--- config.mk ---
export PLATFORM = sky130hd
export DESIGN_NAME = mem_arbiter
export DESIGN_NICKNAME = d
export VERILOG_FILES = /design/src/rtl/mem_arbiter_pkg.sv /design/src/rtl/mem_arbiter.sv
export SDC_FILE = /design/constraint.sdc
export NUM_CORES = 1
export LEC_CHECK = 0
export ABC_AREA = 1
export CORE_AREA = 2 2 69 71
export DETAILED_ROUTE_END_ITERATION = 16
export DIE_AREA = 0 0 71 73
export GPL_TIMING_DRIVEN = 1
export PLACE_DENSITY = 0.89
export SYNTH_ARGS = -nofsm -noshare
export SYNTH_HDL_FRONTEND = slang
export SYNTH_SLANG_ARGS = --single-unit
--- constraint.sdc ---
create_clock -name clk -period 2.22 [get_ports clk]
set_input_delay 0.555 -clock clk [delete_from_list [all_inputs] [get_ports clk]]
set_output_delay 0.555 -clock clk [all_outputs]
set_load 0.01 [all_outputs]
--- src/rtl/mem_arbiter_pkg.sv ---
// mem_arbiter_pkg -- shared types and the ROM/RAM address map for mem_arbiter.
package mem_arbiter_pkg;

    typedef enum logic [1:0] {
        ST_IDLE   = 2'd0,
        ST_CPU_RD = 2'd1,
        ST_DBG_RD = 2'd2
    } state_t;

    localparam int ROM_AW_DEF = 10;
    localparam int RAM_AW_DEF = 6;
    localparam int REQ_AW     = 10;
    localparam int MEM_AW     = 11;

    // Region select bit placed on top of the shared memory address.
    localparam logic ROM_SEL = 1'b0;
    localparam logic RAM_SEL = 1'b1;

    typedef struct packed {
        logic              rom;
        logic              we;
        logic [REQ_AW-1:0] addr;
        logic [7:0]        wdata;
    } mem_req_t;

    // Region bit on top, offset masked to the region size; RAM upper bits are dropped.
    function automatic logic [MEM_AW-1:0] map_addr(input logic              rom,
                                                   input logic [REQ_AW-1:0] addr,
                                                   input int                rom_aw,
                                                   input int                ram_aw);
        logic [REQ_AW-1:0] off;
        if (rom) begin
            off = addr & REQ_AW'((1 << rom_aw) - 1);
            return {ROM_SEL, off};
        end
        off = addr & REQ_AW'((1 << ram_aw) - 1);
        return {RAM_SEL, off};
    endfunction

endpackage

--- src/rtl/mem_arbiter.sv ---
// mem_arbiter -- shares one ROM+RAM memory port between the CPU and a debug port.
// CPU has absolute priority; debug gets the port only in otherwise idle cycles.
// Debug port and stall counter exist only when MEM_ARBITER_DBG_EN is defined;
// otherwise the debug inputs are ignored and the debug outputs read 0.
module mem_arbiter
    import mem_arbiter_pkg::*;
#(
    parameter int ROM_AW  = ROM_AW_DEF,
    parameter int RAM_AW  = RAM_AW_DEF,
    parameter int STALL_W = 8
) (
    input  logic               clk,
    input  logic               rst,
    input  logic               cpu_req,
    input  logic               cpu_rom,
    input  logic               cpu_we,
    input  logic [REQ_AW-1:0]  cpu_addr,
    input  logic [7:0]         cpu_wdata,
    output logic [7:0]         cpu_rdata,
    output logic               cpu_ack,
    input  logic               dbg_valid,
    output logic               dbg_ready,
    input  logic               dbg_rom,
    input  logic               dbg_we,
    input  logic [REQ_AW-1:0]  dbg_addr,
    input  logic [7:0]         dbg_wdata,
    output logic [7:0]         dbg_rdata,
    output logic               dbg_rvalid,
    input  logic               dbg_rom_wp,
    output logic               mem_en,
    output logic               mem_we,
    output logic [MEM_AW-1:0]  mem_addr,
    output logic [7:0]         mem_wdata,
    input  logic [7:0]         mem_rdata,
    output logic [STALL_W-1:0] dbg_stall_cnt
);

    state_t     state, state_nxt;
    logic       cpu_pend, cpu_pend_nxt;
    mem_req_t   pend_req, pend_req_nxt;
    mem_req_t   cpu_live, cpu_sel, grant;
    logic       grant_en;
    logic [7:0] cpu_rdata_q;

    assign cpu_live = '{rom: cpu_rom, we: cpu_we, addr: cpu_addr, wdata: cpu_wdata};
    // A latched request always goes out before a fresh strobe.
    assign cpu_sel  = cpu_pend ? pend_req : cpu_live;

`ifdef MEM_ARBITER_DBG_EN
    mem_req_t           dbg_live;
    logic               dbg_idle;
    logic [7:0]         dbg_rdata_q;
    logic [STALL_W-1:0] stall_q;

    assign dbg_live = '{rom: dbg_rom, we: dbg_we, addr: dbg_addr, wdata: dbg_wdata};
    assign dbg_idle = (state == ST_IDLE) && !cpu_req && !cpu_pend;
`endif

    // State, pending CPU request; reset discards any read in flight.
    always_ff @(posedge clk) begin
        if (rst) begin
            state    <= ST_IDLE;
            cpu_pend <= 1'b0;
            pend_req <= '0;
        end else begin
            state    <= state_nxt;
            cpu_pend <= cpu_pend_nxt;
            pend_req <= pend_req_nxt;
        end
    end

    // Grant selection, next state and completion strobes; rst silences all strobes.
    always_comb begin
        state_nxt    = state;
        cpu_pend_nxt = cpu_pend;
        pend_req_nxt = pend_req;
        grant        = '0;
        grant_en     = 1'b0;
        cpu_ack      = 1'b0;
        dbg_rvalid   = 1'b0;
        case (state)
            ST_IDLE: begin
                if (cpu_pend || cpu_req) begin
                    grant        = cpu_sel;
                    // ROM is read-only to the CPU: the write is acked but never reaches memory.
                    grant_en     = !(cpu_sel.we && cpu_sel.rom);
                    cpu_ack      = cpu_sel.we;
                    state_nxt    = cpu_sel.we ? ST_IDLE : ST_CPU_RD;
                    // A strobe arriving while the pending one issues takes the freed slot.
                    cpu_pend_nxt = cpu_pend && cpu_req;
                    pend_req_nxt = cpu_live;
                end
`ifdef MEM_ARBITER_DBG_EN
                else if (dbg_valid) begin
                    grant     = dbg_live;
                    grant_en  = !(dbg_live.we && dbg_live.rom && dbg_rom_wp);
                    state_nxt = dbg_live.we ? ST_IDLE : ST_DBG_RD;
                end
`endif
            end
            ST_CPU_RD: begin
                cpu_ack   = 1'b1;
                state_nxt = ST_IDLE;
            end
`ifdef MEM_ARBITER_DBG_EN
            ST_DBG_RD: begin
                dbg_rvalid = 1'b1;
                state_nxt  = ST_IDLE;
            end
`endif
            default: state_nxt = ST_IDLE;
        endcase
        // Memory is busy returning data: park the CPU strobe for the next cycle.
        if (state != ST_IDLE && cpu_req) begin
            cpu_pend_nxt = 1'b1;
            pend_req_nxt = cpu_live;
        end
        if (rst) begin
            cpu_ack    = 1'b0;
            dbg_rvalid = 1'b0;
            grant_en   = 1'b0;
        end
    end

    assign mem_en    = grant_en;
    assign mem_we    = grant_en & grant.we;
    assign mem_addr  = grant_en ? map_addr(grant.rom, grant.addr, ROM_AW, RAM_AW) : '0;
    assign mem_wdata = grant_en ? grant.wdata : '0;

    // Hold the last CPU read result between acks.
    always_ff @(posedge clk) begin
        if (rst)
            cpu_rdata_q <= '0;
        else if (state == ST_CPU_RD)
            cpu_rdata_q <= mem_rdata;
    end

    assign cpu_rdata = rst ? '0 : (state == ST_CPU_RD) ? mem_rdata : cpu_rdata_q;

`ifdef MEM_ARBITER_DBG_EN
    // Hold the last debug read result between rvalid strobes.
    always_ff @(posedge clk) begin
        if (rst)
            dbg_rdata_q <= '0;
        else if (state == ST_DBG_RD)
            dbg_rdata_q <= mem_rdata;
    end

    // Count cycles the debug master waited on the CPU, saturating at all-ones.
    always_ff @(posedge clk) begin
        if (rst)
            stall_q <= '0;
        else if (dbg_valid && !dbg_idle && stall_q != '1)
            stall_q <= stall_q + 1'b1;
    end

    assign dbg_ready     = dbg_idle && !rst;
    assign dbg_rdata     = rst ? '0 : (state == ST_DBG_RD) ? mem_rdata : dbg_rdata_q;
    assign dbg_stall_cnt = rst ? '0 : stall_q;
`else
    logic unused_dbg;
    assign unused_dbg    = ^{dbg_valid, dbg_rom, dbg_we, dbg_addr, dbg_wdata, dbg_rom_wp};
    assign dbg_ready     = 1'b0;
    assign dbg_rdata     = '0;
    assign dbg_stall_cnt = '0;
`endif

endmodule

==> impl_table.tex <==
\begin{tabular}{lr}
\hline
Metric & Value \\
\hline
\multicolumn{2}{l}{\textbf{Synthesis}} \\
\quad Cell types occupying the most area after synthesis & sky130\_fd\_sc\_hd\_\_dfxtp\_1 34\%, sky130\_fd\_sc\_hd\_\_nor2\_1 15\%, sky130\_fd\_sc\_hd\_\_nand2\_1 12\% \\
\quad Cell area after synthesis & roughly 1800 sq um \\
\quad Synthesized instance count & roughly 280 \\
\quad Cell type with the largest total area after synthesis & sky130\_fd\_sc\_hd\_\_dfxtp\_1 \\
\quad Top cell type's share of synthesized area & between 30\% and 40\% \\
\quad Total of flip-flops plus latches after synthesis & 30 \\
\quad Average cell area after synthesis & about 6.4 sq um \\
\quad Yosys warning total & 0 \\
\quad Sequential element share of the synthesized area & about a third \\
\quad Count of different cell masters after synthesis & 21 \\
\multicolumn{2}{l}{\textbf{STA}} \\
\quad Worst slew margin & $\sim$44\% \\
\quad Unrepaired setup endpoints after global routing & false \\
\quad Transition time of the tightest slew-check pin & 0.836 ns \\
\quad Setup violation total in the final timing report & 0 \\
\quad Final hold vios & 0 \\
\quad Tcrit/Tclk final & between 90 and 100\% \\
\quad Fmax achieved & $\sim$0.46 GHz \\
\quad Count of final max-slew check failures & 0 \\
\quad Post-Route Hold Slack & approximately 0.48 ns \\
\quad Setup Skew & between 0.003 and 0.004 ns \\
\quad Fin crit period & 2.16 ns \\
\multicolumn{2}{l}{\textbf{Setup path}} \\
\quad Worst path arrival time & around 1.6 ns \\
\quad Required time of the critical path & between 1.5 and 2 ns \\
\quad R2r startpoint & cpu\_pend \\
\quad CP Launch Type & primary input \\
\quad Worst setup EP type & output pin \\
\quad Origin of the worst setup path & cpu\_rom \\
\quad Critical path class & primary input to output pin \\
\quad Critical path peak fanout & 4 \\
\multicolumn{2}{l}{\textbf{Floorplanning}} \\
\quad Core Footprint & 4540 sq um \\
\quad Die Height & $\sim$73 um \\
\quad Count of pins on the block boundary & 101 \\
\quad Horizontal extent of the die & around 70 um \\
\quad Die ar. & around 5200 sq um \\
\quad Cell row count & 25 \\
\quad Initial Utilization & 38.9\% \\
\multicolumn{2}{l}{\textbf{Route}} \\
\quad Starting DRT DRC Count & 42 \\
\quad Total wire length & 4240 um \\
\quad Residual antenna-violating net count after detailed routing & 0 \\
\quad Avg WL per Cell & just over 10 um \\
\quad Routed vias/inst & 4.31 \\
\quad Routed via count & $\sim$1800 \\
\quad Count of TritonRoute iterations in the first routing pass & 4 \\
\quad DRC Markers & 0 \\
\multicolumn{2}{l}{\textbf{Global route}} \\
\quad First-pass GRT wire length & 6980 um \\
\quad Global-route congestion overflow total & 0 \\
\quad Pin count of the biggest net entering global routing & just over 40 \\
\quad Via count of the first global-routing pass & approximately 1700 \\
\quad Antenna violations before repair & 0 \\
\quad Global-route usage over all layers & roughly 17\% \\
\multicolumn{2}{l}{\textbf{Worst hold path}} \\
\quad Worst min-delay path class & flop to flop \\
\quad Hold path startpoint & pend\_req[9] \\
\multicolumn{2}{l}{\textbf{Power}} \\
\quad Pleak & about 1.4 nW \\
\quad Power per cell area & roughly 530 nW/um\^{}2 \\
\quad Maximum ir drop on the vdd rail & approximately 0.00035 V \\
\multicolumn{2}{l}{\textbf{Layout}} \\
\quad Post-Layout Cell Count & approximately 410 \\
\quad Total Nets Final & 412 \\
\quad Antenna cells & 0 \\
\quad Top library cells by usage in the layout, fill and taps aside & 72 x sky130\_fd\_sc\_hd\_\_nor2\_1, 56 x sky130\_fd\_sc\_hd\_\_nand2\_1, 29 x sky130\_fd\_sc\_hd\_\_dfxtp\_1 \\
\quad Most common library cell in the layout ignoring fill and taps & sky130\_fd\_sc\_hd\_\_nor2\_1 \\
\quad Layout cell share with drive strength beyond 1 & 26.1\% \\
\quad Synthesis-to-finish area growth & 45.1\% \\
\quad Layout Cell Area excl Fill & 2560 sq um \\
\quad Filler instances & around 450 \\
\multicolumn{2}{l}{\textbf{Status}} \\
\quad Status & complete, no violations \\
\multicolumn{2}{l}{\textbf{Job}} \\
\quad Max-capacitance violation count & 0 \\
\multicolumn{2}{l}{\textbf{Place}} \\
\quad Count of buffers from port buffering & 60 \\
\quad Routability congestion estimate & $\sim$0.8 \\
\quad Dpl cells & around 400 \\
\quad Placement-stage cell area & about 2500 sq um \\
\quad Half-perimeter wire length after placement & 3100 um \\
\multicolumn{2}{l}{\textbf{Clock tree}} \\
\quad Number of buffers inserted by hold repair at cts & 0 \\
\quad Max Buffers Root-to-Sink & 2 \\
\quad Clock tree root driver cell & sky130\_fd\_sc\_hd\_\_clkbuf\_8 \\
\quad Sinks on Clock Net & 30 \\
\quad CTS clk-pin slew, worst paths & 0.06 ns \\
\quad Num CTS Buffers & 5 \\
\quad CTS tree & yes \\
\quad H-tree level count & 2 \\
\quad Worst-skew pair later-pin latency & 0.28 ns \\
\hline
\end{tabular}
flip-flops by register name, summed over array words and instances (netlist names):
register	cells
state	1
pend_req	20
cpu_rdata_q	8
cpu_pend	1
cells by family after synthesis:
logic type	share of synthesized area [%]
and+or+nand+nor	39.3
buffers and inverters	18.6
DFF	34.0
AOI/OAI and AO/OA	7.87
other	0.212
metal layers:
metal  vias up  share of wire [%]  track usage, %
li1        954                  -               -
met1       779                 43            18.5
met2        47                 50            31.2
met3         6                5.7            5.52
met4         0                1.1            4.82
met5         -                  0               0
Yosys cell counts:
cell type,n
sky130_fd_sc_hd__nor2_1,72
sky130_fd_sc_hd__nand2_1,56
sky130_fd_sc_hd__dfxtp_1,30
sky130_fd_sc_hd__buf_4,22
sky130_fd_sc_hd__inv_1,22
sky130_fd_sc_hd__nor2_2,21
sky130_fd_sc_hd__a21oi_1,16
sky130_fd_sc_hd__o21ai_0,8
sky130_fd_sc_hd__buf_2,5
sky130_fd_sc_hd__nand2_2,5
sky130_fd_sc_hd__nand3_1,5
sky130_fd_sc_hd__buf_6,3
sky130_fd_sc_hd__clkbuf_1,2
sky130_fd_sc_hd__clkinv_1,1
sky130_fd_sc_hd__conb_1,1
sky130_fd_sc_hd__inv_2,1
sky130_fd_sc_hd__inv_4,1
sky130_fd_sc_hd__nand2_4,1
sky130_fd_sc_hd__nor3_1,1
sky130_fd_sc_hd__nor3_2,1
sky130_fd_sc_hd__o21bai_4,1
timing repair:
| action | in CTS | in global routing |
|---|---|---|
| pin swaps | 2 | 1 |
| setup buffers | 3 | 0 |
| gates cloned | 2 | 0 |
| gates resized for setup | 104 | 5 |
| endpoints found under the hold margin | 0 | 0 |
| endpoints found under the setup margin | 30 | 19 |
path summary, 6_finish.rpt:
check / to / slack, ns / depth (start not counted)
setup / recovery: mem_en / 0.06 / 8
hold reg to reg: pend_req[9] / 0.48 / 2
hold / removal: pend_req[9] / 0.48 / 2
setup reg to reg: pend_req[8] / 0.55 / 6
power by group:
group          switching, mW  internal (mW)  total, mW
Combinational          0.164          0.161      0.325
Clock                  0.194          0.249      0.443
Sequential            0.0180          0.574      0.592
cell type report:
type                       instances  area, sq um  area share, %
multi-input combinational        205          922           36.0
timing repair buffer              91          772           30.1
sequential                        30          604           23.6
inverter                          25         97.6           3.81
clock buffer                       7         86.3           3.37
tap                               54         67.6           2.64
timing repair inverter             1         7.51          0.293
clock inverter                     1         5.00          0.195
worst max-delay path, stage by stage:
cell and delay, ns:
sky130_fd_sc_hd__dlygate4sd2_1 0.25, sky130_fd_sc_hd__nand2_2 0.09, sky130_fd_sc_hd__nand2_4 0.07, sky130_fd_sc_hd__nand2_2 0.08, sky130_fd_sc_hd__nand2_4 0.06, sky130_fd_sc_hd__bufbuf_16 0.26
sky130_fd_sc_hd__inv_2 0.03, sky130_fd_sc_hd__clkdlybuf4s15_2 0.20
metrics by stage:
step           setup slack, ns  utilization (%)  power [mW]  setup TNS, ns
3_3_place_gp            -0.477             54.7       0.917         -13.35
3_5_place_dp            -0.530             54.7       0.928         -14.27
2_1_floorplan            0.599                -       0.797              0
6_report                0.0624             56.5        1.36              0
5_1_grt                 0.0115             56.5        1.44              0
4_1_cts                0.00287             56.3        1.37              0
(Power assumes the default switching activity.)
